$ cat src/rtl/lock_controller_if.sv
//------------------------------------------------------------------------------
// Module      : lock_controller_if
// Description : Keypad/status bundle between the lock sequencer and its
//               environment. The keypad side (master) drives the debounced
//               digit and clear pulses; the sequencer (slave) drives the
//               actuator, alarm, status and diagnostic outputs.
// Ports       : digit_valid, digit[3:0], clear_req     -> into sequencer
//               unlock, alarm, err, prog_done,
//               state_o[2:0], digit_cnt[3:0]           -> out of sequencer
// Revision    : 1.0 - initial release
//------------------------------------------------------------------------------
`default_nettype none

interface lock_controller_if;
  logic       digit_valid;
  logic [3:0] digit;
  logic       clear_req;
  logic       unlock;
  logic       alarm;
  logic       err;
  logic       prog_done;
  logic [2:0] state_o;
  logic [3:0] digit_cnt;

  modport master (
    output digit_valid, digit, clear_req,
    input  unlock, alarm, err, prog_done, state_o, digit_cnt
  );

  modport slave (
    input  digit_valid, digit, clear_req,
    output unlock, alarm, err, prog_done, state_o, digit_cnt
  );
endinterface

`default_nettype wire

$ cat src/rtl/lock_controller.sv
//------------------------------------------------------------------------------
// Module      : lock_controller
// Description : Central sequencer of the electronic lock. Collects a BCD PIN
//               from single-cycle keypad pulses, compares it with the stored
//               PIN, drives unlock/alarm, and enforces a lockout after
//               MAX_TRIES consecutive failures. With the macro PIN_PROG_EN
//               defined, a clear_req while open enters PIN programming.
// Ports       : clk, rst (async, active-high)
//               bus (lock_controller_if.slave):
//                 in : digit_valid, digit[3:0], clear_req
//                 out: unlock, alarm, err, prog_done, state_o[2:0],
//                      digit_cnt[3:0]
// Options     : PIN_PROG_EN - enables the PROG state and a writable PIN
// Revision    : 1.0 - initial release
//------------------------------------------------------------------------------
`default_nettype none

module lock_controller #(
  parameter int                      PIN_DIGITS     = 4,
  parameter logic [4*PIN_DIGITS-1:0] DEFAULT_PIN    = 16'h1234,
  parameter int                      MAX_TRIES      = 3,
  parameter int                      UNLOCK_CYCLES  = 5000,
  parameter int                      LOCKOUT_CYCLES = 50000,
  parameter int                      ENTRY_TIMEOUT  = 20000
) (
  input  wire               clk,
  input  wire               rst,
  lock_controller_if.slave  bus
);

  localparam int BUF_W   = 4 * PIN_DIGITS;
  localparam int MAX_UL  = (UNLOCK_CYCLES > LOCKOUT_CYCLES) ? UNLOCK_CYCLES : LOCKOUT_CYCLES;
  localparam int MAX_ALL = (MAX_UL > ENTRY_TIMEOUT) ? MAX_UL : ENTRY_TIMEOUT;
  localparam int TIMER_W = $clog2(MAX_ALL) + 1;
  localparam int TRIES_W = $clog2(MAX_TRIES + 1);

  localparam logic [3:0]         C_PIN_DIGITS  = 4'(PIN_DIGITS);
  localparam logic [TRIES_W-1:0] C_MAX_TRIES   = TRIES_W'(MAX_TRIES);
  // Terminal counts: the timer starts at 0 on entry, so the last cycle of an
  // N-cycle interval is seen with timer == N-1.
  localparam logic [TIMER_W-1:0] C_UNLOCK_LAST = TIMER_W'(UNLOCK_CYCLES - 1);
  localparam logic [TIMER_W-1:0] C_LOCK_LAST   = TIMER_W'(LOCKOUT_CYCLES - 1);
  localparam logic [TIMER_W-1:0] C_TMO_LAST    = TIMER_W'(ENTRY_TIMEOUT - 1);

  typedef enum logic [2:0] {
    S_IDLE    = 3'd0,
    S_ENTRY   = 3'd1,
    S_CHECK   = 3'd2,
    S_OPEN    = 3'd3,
    S_LOCKOUT = 3'd4,
    S_PROG    = 3'd5
  } state_t;

  state_t             state_q;
  logic [BUF_W-1:0]   buffer_q;
  logic [BUF_W-1:0]   buffer_d;
  logic [3:0]         digit_cnt_q;
  logic [3:0]         digit_cnt_d;
  logic [TRIES_W-1:0] tries_q;
  logic [TRIES_W-1:0] tries_d;
  logic [TIMER_W-1:0] timer_q;
  logic               err_q;
  logic [BUF_W-1:0]   w_pin;
  logic               w_digit_ok;
  logic               w_last;

  // Non-BCD codes are treated exactly like no digit at all.
  assign w_digit_ok  = bus.digit_valid && (bus.digit <= 4'd9);
  assign digit_cnt_d = digit_cnt_q + 4'd1;
  assign w_last      = (digit_cnt_d == C_PIN_DIGITS);
  assign tries_d     = tries_q + 1'b1;

  generate
    if (PIN_DIGITS == 1) begin : g_shift_single
      assign buffer_d = bus.digit;
    end else begin : g_shift_multi
      assign buffer_d = {buffer_q[BUF_W-5:0], bus.digit};
    end
  endgenerate

`ifdef PIN_PROG_EN
  logic [BUF_W-1:0] pin_q;
  logic             prog_done_q;
  assign w_pin         = pin_q;
  assign bus.prog_done = prog_done_q;
`else
  assign w_pin         = DEFAULT_PIN;
  assign bus.prog_done = 1'b0;
`endif

  always_ff @(posedge clk or posedge rst) begin
    if (rst) begin
      state_q     <= S_IDLE;
      buffer_q    <= '0;
      digit_cnt_q <= '0;
      tries_q     <= '0;
      timer_q     <= '0;
      err_q       <= 1'b0;
`ifdef PIN_PROG_EN
      pin_q       <= DEFAULT_PIN;
      prog_done_q <= 1'b0;
`endif
    end else begin
      err_q <= 1'b0;
`ifdef PIN_PROG_EN
      prog_done_q <= 1'b0;
`endif
      case (state_q)
        S_IDLE: begin
          timer_q <= '0;
          if (bus.clear_req) begin
            buffer_q    <= '0;
            digit_cnt_q <= '0;
          end else if (w_digit_ok) begin
            buffer_q    <= buffer_d;
            digit_cnt_q <= digit_cnt_d;
            state_q     <= w_last ? S_CHECK : S_ENTRY;
          end
        end

        S_ENTRY, S_PROG: begin
          if (bus.clear_req) begin
            buffer_q    <= '0;
            digit_cnt_q <= '0;
            timer_q     <= '0;
            state_q     <= S_IDLE;
          end else if (w_digit_ok) begin
            timer_q <= '0;
            if (w_last) begin
`ifdef PIN_PROG_EN
              if (state_q == S_PROG) begin
                pin_q       <= buffer_d;
                prog_done_q <= 1'b1;
                buffer_q    <= '0;
                digit_cnt_q <= '0;
                state_q     <= S_IDLE;
              end else
`endif
              begin
                buffer_q    <= buffer_d;
                digit_cnt_q <= digit_cnt_d;
                state_q     <= S_CHECK;
              end
            end else begin
              buffer_q    <= buffer_d;
              digit_cnt_q <= digit_cnt_d;
            end
          end else if (timer_q == C_TMO_LAST) begin
            buffer_q    <= '0;
            digit_cnt_q <= '0;
            timer_q     <= '0;
            state_q     <= S_IDLE;
          end else begin
            timer_q <= timer_q + 1'b1;
          end
        end

        S_CHECK: begin
          buffer_q    <= '0;
          digit_cnt_q <= '0;
          timer_q     <= '0;
          if (buffer_q == w_pin) begin
            tries_q <= '0;
            state_q <= S_OPEN;
          end else begin
            err_q   <= 1'b1;
            tries_q <= tries_d;
            state_q <= (tries_d == C_MAX_TRIES) ? S_LOCKOUT : S_IDLE;
          end
        end

        S_OPEN: begin
          if (bus.clear_req) begin
            timer_q <= '0;
`ifdef PIN_PROG_EN
            state_q <= S_PROG;
`else
            state_q <= S_IDLE;
`endif
          end else if (timer_q == C_UNLOCK_LAST) begin
            timer_q <= '0;
            state_q <= S_IDLE;
          end else begin
            timer_q <= timer_q + 1'b1;
          end
        end

        S_LOCKOUT: begin
          // Inputs deliberately ignored: the alarm interval cannot be cut short.
          if (timer_q == C_LOCK_LAST) begin
            timer_q <= '0;
            tries_q <= '0;
            state_q <= S_IDLE;
          end else begin
            timer_q <= timer_q + 1'b1;
          end
        end

        default: begin
          buffer_q    <= '0;
          digit_cnt_q <= '0;
          timer_q     <= '0;
          state_q     <= S_IDLE;
        end
      endcase
    end
  end

  assign bus.unlock    = (state_q == S_OPEN);
  assign bus.alarm     = (state_q == S_LOCKOUT);
  assign bus.err       = err_q;
  assign bus.state_o   = state_q;
  assign bus.digit_cnt = digit_cnt_q;

endmodule

`default_nettype wire

$ cat src/flat_wrapper.sv
// flat-port wrapper written by rule: the top's interface ports become plain ports
module lock_controller_flat 
#(
  parameter int                      PIN_DIGITS     = 4,
  parameter logic [4*PIN_DIGITS-1:0] DEFAULT_PIN    = 16'h1234,
  parameter int                      MAX_TRIES      = 3,
  parameter int                      UNLOCK_CYCLES  = 5000,
  parameter int                      LOCKOUT_CYCLES = 50000,
  parameter int                      ENTRY_TIMEOUT  = 20000
)
  (clk, rst, bus_digit_valid, bus_digit, bus_clear_req, bus_unlock, bus_alarm, bus_err, bus_prog_done, bus_state_o, bus_digit_cnt);
  lock_controller_if bus_i ();
  input  wire clk;
  input  wire rst;
  input wire logic [$bits(bus_i.digit_valid)-1:0] bus_digit_valid;
  input wire logic [$bits(bus_i.digit)-1:0] bus_digit;
  input wire logic [$bits(bus_i.clear_req)-1:0] bus_clear_req;
  output wire logic [$bits(bus_i.unlock)-1:0] bus_unlock;
  output wire logic [$bits(bus_i.alarm)-1:0] bus_alarm;
  output wire logic [$bits(bus_i.err)-1:0] bus_err;
  output wire logic [$bits(bus_i.prog_done)-1:0] bus_prog_done;
  output wire logic [$bits(bus_i.state_o)-1:0] bus_state_o;
  output wire logic [$bits(bus_i.digit_cnt)-1:0] bus_digit_cnt;
  assign bus_i.digit_valid = bus_digit_valid;
  assign bus_i.digit = bus_digit;
  assign bus_i.clear_req = bus_clear_req;
  assign bus_unlock = bus_i.unlock;
  assign bus_alarm = bus_i.alarm;
  assign bus_err = bus_i.err;
  assign bus_prog_done = bus_i.prog_done;
  assign bus_state_o = bus_i.state_o;
  assign bus_digit_cnt = bus_i.digit_cnt;
  lock_controller #(.PIN_DIGITS(PIN_DIGITS), .DEFAULT_PIN(DEFAULT_PIN), .MAX_TRIES(MAX_TRIES), .UNLOCK_CYCLES(UNLOCK_CYCLES), .LOCKOUT_CYCLES(LOCKOUT_CYCLES), .ENTRY_TIMEOUT(ENTRY_TIMEOUT)) u_core (.clk(clk), .rst(rst), .bus(bus_i));
endmodule
$ cat config.mk
export PLATFORM = sky130hd
export DESIGN_NAME = lock_controller_flat
export DESIGN_NICKNAME = d
export VERILOG_FILES = /design/src/rtl/lock_controller_if.sv /design/src/rtl/lock_controller.sv /design/src/flat_wrapper.sv
export SDC_FILE = /design/constraint.sdc
export NUM_CORES = 1
export LEC_CHECK = 0
export CORE_MARGIN = 2
export CORE_UTILIZATION = 35
export CTS_CLUSTER_SIZE = 12
export DETAILED_ROUTE_END_ITERATION = 8
export GPL_ROUTABILITY_DRIVEN = 0
export GPL_TIMING_DRIVEN = 0
export HOLD_SLACK_MARGIN = 0.02
export PLACE_DENSITY = 0.63
export SETUP_SLACK_MARGIN = 0.1
export SKIP_LAST_GASP = 1
export SYNTH_ARGS = -nofsm -noshare
export SYNTH_HDL_FRONTEND = slang
export SYNTH_SLANG_ARGS = --single-unit
$ cat constraint.sdc
create_clock -name clk -period 1.7 [get_ports clk]
set_input_delay 0.255 -clock clk [delete_from_list [all_inputs] [get_ports clk]]
set_output_delay 0.255 -clock clk [all_outputs]
set_load 0.02 [all_outputs]
# Word-level counts from Yosys, hierarchy flattened
# Index checks and enable logic that the tools add are counted.
# totals
reg_bits	43
input_bits	8
out_inout_bits	11
word_cells	74
# op_classes
add_sub_neg	3
order_cmp	1
eq_ne	18
muxes	37
bitwise	1
n_reduce_logical	8
# ops
operator	n
17-bit two-way mux	6
16-bit two-way mux	5
17-bit case mux with 3 select lines	1
16-bit case mux with 3 select lines	1
3-bit two-way mux	11
4-bit two-way mux	5
17-bit by 1-bit adder with 17-bit output (second input constant)	1
17-bit by 13-bit == test with 1-bit output (second input constant)	1
17-bit by 15-bit == test with 1-bit output (second input constant)	1
17-bit by 16-bit == test with 1-bit output (second input constant)	1
16-bit by 13-bit == test with 1-bit output (second input constant)	1
3-bit case mux with 5 select lines	1
4-bit case mux with 3 select lines	1
3-bit by 2-bit == test with 1-bit output (second input constant)	2
3-bit == test (second input constant)	2
2-bit two-way mux	3
3-bit by 2-bit inequality test with 1-bit output (second input constant)	2
6-bit AND reduction	1
4-bit by 1-bit adder with 4-bit output (second input constant)	1
4-bit by 3-bit == test with 1-bit output (second input constant)	1
4-bit less-or-equal comparator (second input constant)	1
2-bit by 1-bit inequality test with 1-bit output (second input constant)	2
4-bit by 2-bit inequality test with 1-bit output (second input constant)	1
4-bit inequality test (second input constant)	1
other kinds (13)	15

# Longest topological paths before layout
# depth
depth_word	6
mapped_depth	8
ltp_nobuf	6

# Least setup slack after synthesis
# Ideal clock, no wire load.
# synth_timing
path_kind	register to register
from	register u_core.timer_q[0]
to	register u_core.timer_q[11]
setup_ps	71
arrival_ps	1727
required_time_ps	1629
setup_slack_ps	-99
stages_incl_launch_ff	9
path_buffers	2
synth_period_minus_slack_ps	1799
cell_sequence	dfrtp_1 ha_1 and3_1 and3_1 a31o_2 and3_1 buf_6 buf_8 nor2_1
# synth_via
elab_chain_len	5
word_cells_on_any_way	11
classes_between	1 x add/sub; 3 x eq/ne; 7 x mux
# synth_rtl
item	line	rtl
start: declaration	lock_controller.sv:61	logic [TIMER_W-1:0] timer_q;
start signal: assignment	lock_controller.sv:154	timer_q <= timer_q + 1'b1;
start signal: assignment	lock_controller.sv:184	timer_q <= timer_q + 1'b1;
start signal: assignment	lock_controller.sv:195	timer_q <= timer_q + 1'b1;
17-bit by 1-bit adder with 17-bit output or 17-bit by 15-bit == test with 1-bit output (tied branches)	-	
17-bit two-way mux	lock_controller.sv:148	end else if (timer_q == C_TMO_LAST) begin
17-bit two-way mux	lock_controller.sv:127	end else if (w_digit_ok) begin
17-bit two-way mux	lock_controller.sv:122	if (bus.clear_req) begin
17-bit case mux with 3 select lines (*)	lock_controller.sv:108	case (state_q)
# Every way passes the cells marked *; elsewhere a longest branch is shown, timed or not.
# A chain may end at the register's enable or synchronous reset.

# Worst setup path after layout
# layout_timing
from	register u_core.timer_q[1]
to	register u_core.buffer_q[0]
# layout_via
elab_chain_len	3
# layout_rtl
item	line	rtl
17-bit by 15-bit == test with 1-bit output	lock_controller.sv:148	
4-bit by 2-bit inequality test with 1-bit output (no line)	-	
3-bit AND reduction (no line)	-	
end signal: assignment	lock_controller.sv:115	buffer_q <= buffer_d;
end signal: assignment	lock_controller.sv:140	buffer_q <= buffer_d;
end signal: assignment	lock_controller.sv:145	buffer_q <= buffer_d;
end: declaration	lock_controller.sv:55	logic [BUF_W-1:0] buffer_q;
# Every way passes these cells.

==> impl_metrics.env <==
export IMPL_status="finished, violations left"
export IMPL_violations="negative setup slack"
export IMPL_initial_core_util_pct=35.7
export IMPL_dieHeight_um=84.0
export IMPL_rows=29
export IMPL_cts_root_buf="clkbuf_8"
export IMPL_setup_violations=36
export IMPL_vias=1774
export IMPL_grt_pass1_wl_um=8050
export IMPL_use_met1_pct=19.9
export IMPL_hold_viol_final=0
export IMPL_ys_seq_elements=43
export IMPL_ios=19
export IMPL_rr_endpoint="u_core.buffer_q[0]$_DFFE_PP0P_"
export IMPL_required_ns=1.88
export IMPL_drive_above_1_share_pct=33.2
export IMPL_die_area_sq_um=7060
export IMPL_mostFrequentLayoutCells="dfrtp_1, a22o_1, buf_4, nor2_2, clkdlybuf4s50_1"
export IMPL_rsz0062_at_grt="true"
export IMPL_firstDrtPassIters=4
export IMPL_fin_area_sq_um=2920
export IMPL_finalCritPeriodShare_pct=106
export IMPL_cts_tree="yes"
export IMPL_route_detailed_wl_per_inst_um=14.7
export IMPL_coreArea_sq_um=6280
export IMPL_use_met3_pct=3.07
export IMPL_first_iter_violations=77
export IMPL_crit_fanout=5
export IMPL_cts_hold_buf=0
export IMPL_grt_pass1_vias=1658
export IMPL_synth_edff_count=0
export IMPL_netlist_area_sq_um=2240
export IMPL_skew_ns=0.00894
export IMPL_cts_inserted_buffers=5
export IMPL_cp_data_arrival_time_ns=1.99
export IMPL_die_w_um=84.0
export IMPL_grt_max_degree=25
export IMPL_start_kind="register"
export IMPL_syn_num_nets=222
export IMPL_yosysTopAreaCellShare_pct=48.0
export IMPL_grt_busiest_layer="met2"
export IMPL_cts_htree_levels=2
export IMPL_final_common_cell="dfrtp_1"
export IMPL_slew_violations=0
export IMPL_power_density_nw_per_um2=938
export IMPL_area_growth_pct=30.4
export IMPL_regToRegSetupSlack_ns=-0.11
export IMPL_synth_area_leaders="dfrtp_1, a22o_1, xnor2_1, nor2_1, xor2_1"
export IMPL_worst_r2r_cell_count=7
export IMPL_ys_seq_area_share_pct=48.0
export IMPL_fin_ws_ns=-0.106
export IMPL_postPlaceCellArea_sq_um=2560
export IMPL_slowest_stage="dfrtp_1"
export IMPL_n_antenna_cell=0
export IMPL_clk_pin_slew_worst_paths_ns=0.08
export IMPL_crit_path_cell_trace="ha_4, and4_4, nand4_1, o211ai_2, nand3_2, buf_2, a22o_1"
export IMPL_synth_flop_cell="dfrtp_1"
export IMPL_insertion_delay_ns=0.30
export IMPL_r2r_start="u_core.timer_q[1]$_DFF_PP0_"
export IMPL_synth_avg_cell_area_sq_um=10.7
export IMPL_antenna_found_initial=0
export IMPL_crit_path_max_incr_delay_ns=0.39
export IMPL_fillers=587
export IMPL_drt_total_wl_um=4860
export IMPL_multiInputGateArea_sq_um=1170
export IMPL_cts_sinks=43
export IMPL_post_route_util_pct=46.6
export IMPL_finalPower_uw=2740
export IMPL_peakVddDrop_uv=590
export IMPL_yosysUniqueCellTypes=52
export IMPL_grt_overflow=0
export IMPL_endpoint_kind="register"
export IMPL_ant_nets=0
export IMPL_io_buffers=17
export IMPL_relSlewSlack_pct=65.9
export IMPL_yosysTopAreaCell="dfrtp_1"
export IMPL_fin_crit_ns=1.81
export IMPL_dp_hpwl_um=3340
export IMPL_critical_path_class="reg -> reg"
export IMPL_fin_nets=264
export IMPL_cap_viol_max_count=0
export IMPL_seqCellArea_sq_um=1080
export IMPL_grtUsageTotal_pct=14.1
export IMPL_p_leak_uw=0.00127
export IMPL_syn_inst=210
export IMPL_via_per_inst=5.38
export IMPL_drc=0
export IMPL_yosysWarnings=0
export IMPL_fmax_mhz=554
export IMPL_synthArstFlopShare_pct=100
export IMPL_tightest_slew_ns=0.510
export IMPL_cts_buffer_depth=2
export IMPL_met2_usage_pct=21.4
export IMPL_hp_class="in -> async"
==> power breakdown <==
part	total [uW]	switching [uW]	internal, uW
registers	1160	57.4	1100
logic	924	468	456
clock network	662	368	294
==> cell type report <==
type                       count  area share, %
buffer                         9           3.12
clock buffer                   5           2.35
clock inverter                 3          0.813
inverter                      12           1.54
multi-input combinational    145           39.9
sequential                    43           36.9
tap                           77           3.29
timing repair buffer          36           12.1
==> sequential cells by signal, summed over array words and instances (netlist names) <==
name                  cells
u_core.timer_q           17
u_core.buffer_q          16
u_core.bus.digit_cnt      4
u_core.bus.state_o        3
u_core.tries_q            2
u_core.bus.err            1
==> stage by stage <==
step / hold WS [ns] / cells / setup slack (ns) / TNS [ns]
after floorplan: 0.388 / 210 / -0.0209 / -0.213
after global placement: 0.444 / 304 / -0.628 / -34.13
after detailed placement: 0.444 / 305 / -0.530 / -12.62
after CTS: 0.331 / 316 / -0.142 / -3.72
after global routing: 0.356 / 330 / -0.237 / -7.57
final: 0.309 / 330 / -0.106 / -2.93
==> worst max path at each step <==
stage | cells after the start | slack [ns] | to | start
floorplan | 7 | -0.02 | u_core.bus.digit_cnt[1]$_DFFE_PP0P_ | u_core.timer_q[0]$_DFF_PP0_
global placement | 2 | -0.63 | u_core.bus.digit_cnt[1]$_DFFE_PP0P_ | rst
detailed placement | 6 | -0.53 | u_core.buffer_q[8]$_DFFE_PP0P_ | bus_digit[1]
CTS | 7 | -0.14 | u_core.bus.digit_cnt[0]$_DFFE_PP0P_ | u_core.timer_q[0]$_DFF_PP0_
global route | 6 | -0.24 | u_core.buffer_q[13]$_DFFE_PP0P_ | u_core.timer_q[12]$_DFF_PP0_
finish | 7 | -0.11 | u_core.buffer_q[0]$_DFFE_PP0P_ | u_core.timer_q[1]$_DFF_PP0_
==> cells by family (layout without fill, tap and decap cells) <==
family,after synthesis,in the layout,share of synthesized area (%)
other cells,1,1,0.167
fa+ha+maj,4,4,2.23
flops,43,43,48.0
simple gates,82,82,21.4
xor+xnor,16,16,6.25
compound gates,40,40,15.5
buf+inv,22,65,5.58
mux,2,2,0.949
==> synth_stat cells (2+ instances only) <==
| cell | n |
|---|---|
| inv_1 | 12 |
| buf_6 | 3 |
| ha_1 | 4 |
| nor2_1 | 19 |
| a31oi_1 | 3 |
| and3_1 | 9 |
| a22o_1 | 19 |
| nor4_1 | 2 |
| nand3_1 | 3 |
| nor2b_1 | 3 |
| nor2_2 | 2 |
| nor3_1 | 4 |
| dfrtp_1 | 43 |
| xor2_1 | 7 |
| nand4_1 | 9 |
| o21ai_0 | 2 |
| a21oi_1 | 4 |
| nand3b_1 | 2 |
| nor3b_1 | 2 |
| nand2_1 | 9 |
| xnor2_1 | 9 |
| nand2b_1 | 2 |
| and2_1 | 2 |
| nor4b_1 | 3 |
| and4_4 | 2 |
| buf_2 | 4 |
| or3_1 | 2 |
==> worst max-delay path, delay by kind of cell (launching register included) <==
kind	cells	cell delay, ns
compound gates	2	0.45
fa+ha+maj	1	0.16
buf+inv	1	0.19
flops	1	0.39
simple gates	3	0.48
==> routing by layer <==
layer | vias to the layer above | part of all wire (%)
met1 | 896 | 48
met2 | 26 | 48
met3 | 6 | 2.9
met5 | - | 0
met4 | 0 | 1.6
li1 | 846 | -
==> what timing repair did <==
action                                 4_1_cts  5_1_grt
setup endpoints to repair                   48       45
pin swaps                                    5        9
gates cloned                                 0        2
buffers inserted                             3       13
endpoints found under the hold margin        0        0
resized for setup                           18       37
Note: power is estimated with default switching activity, not from simulation.
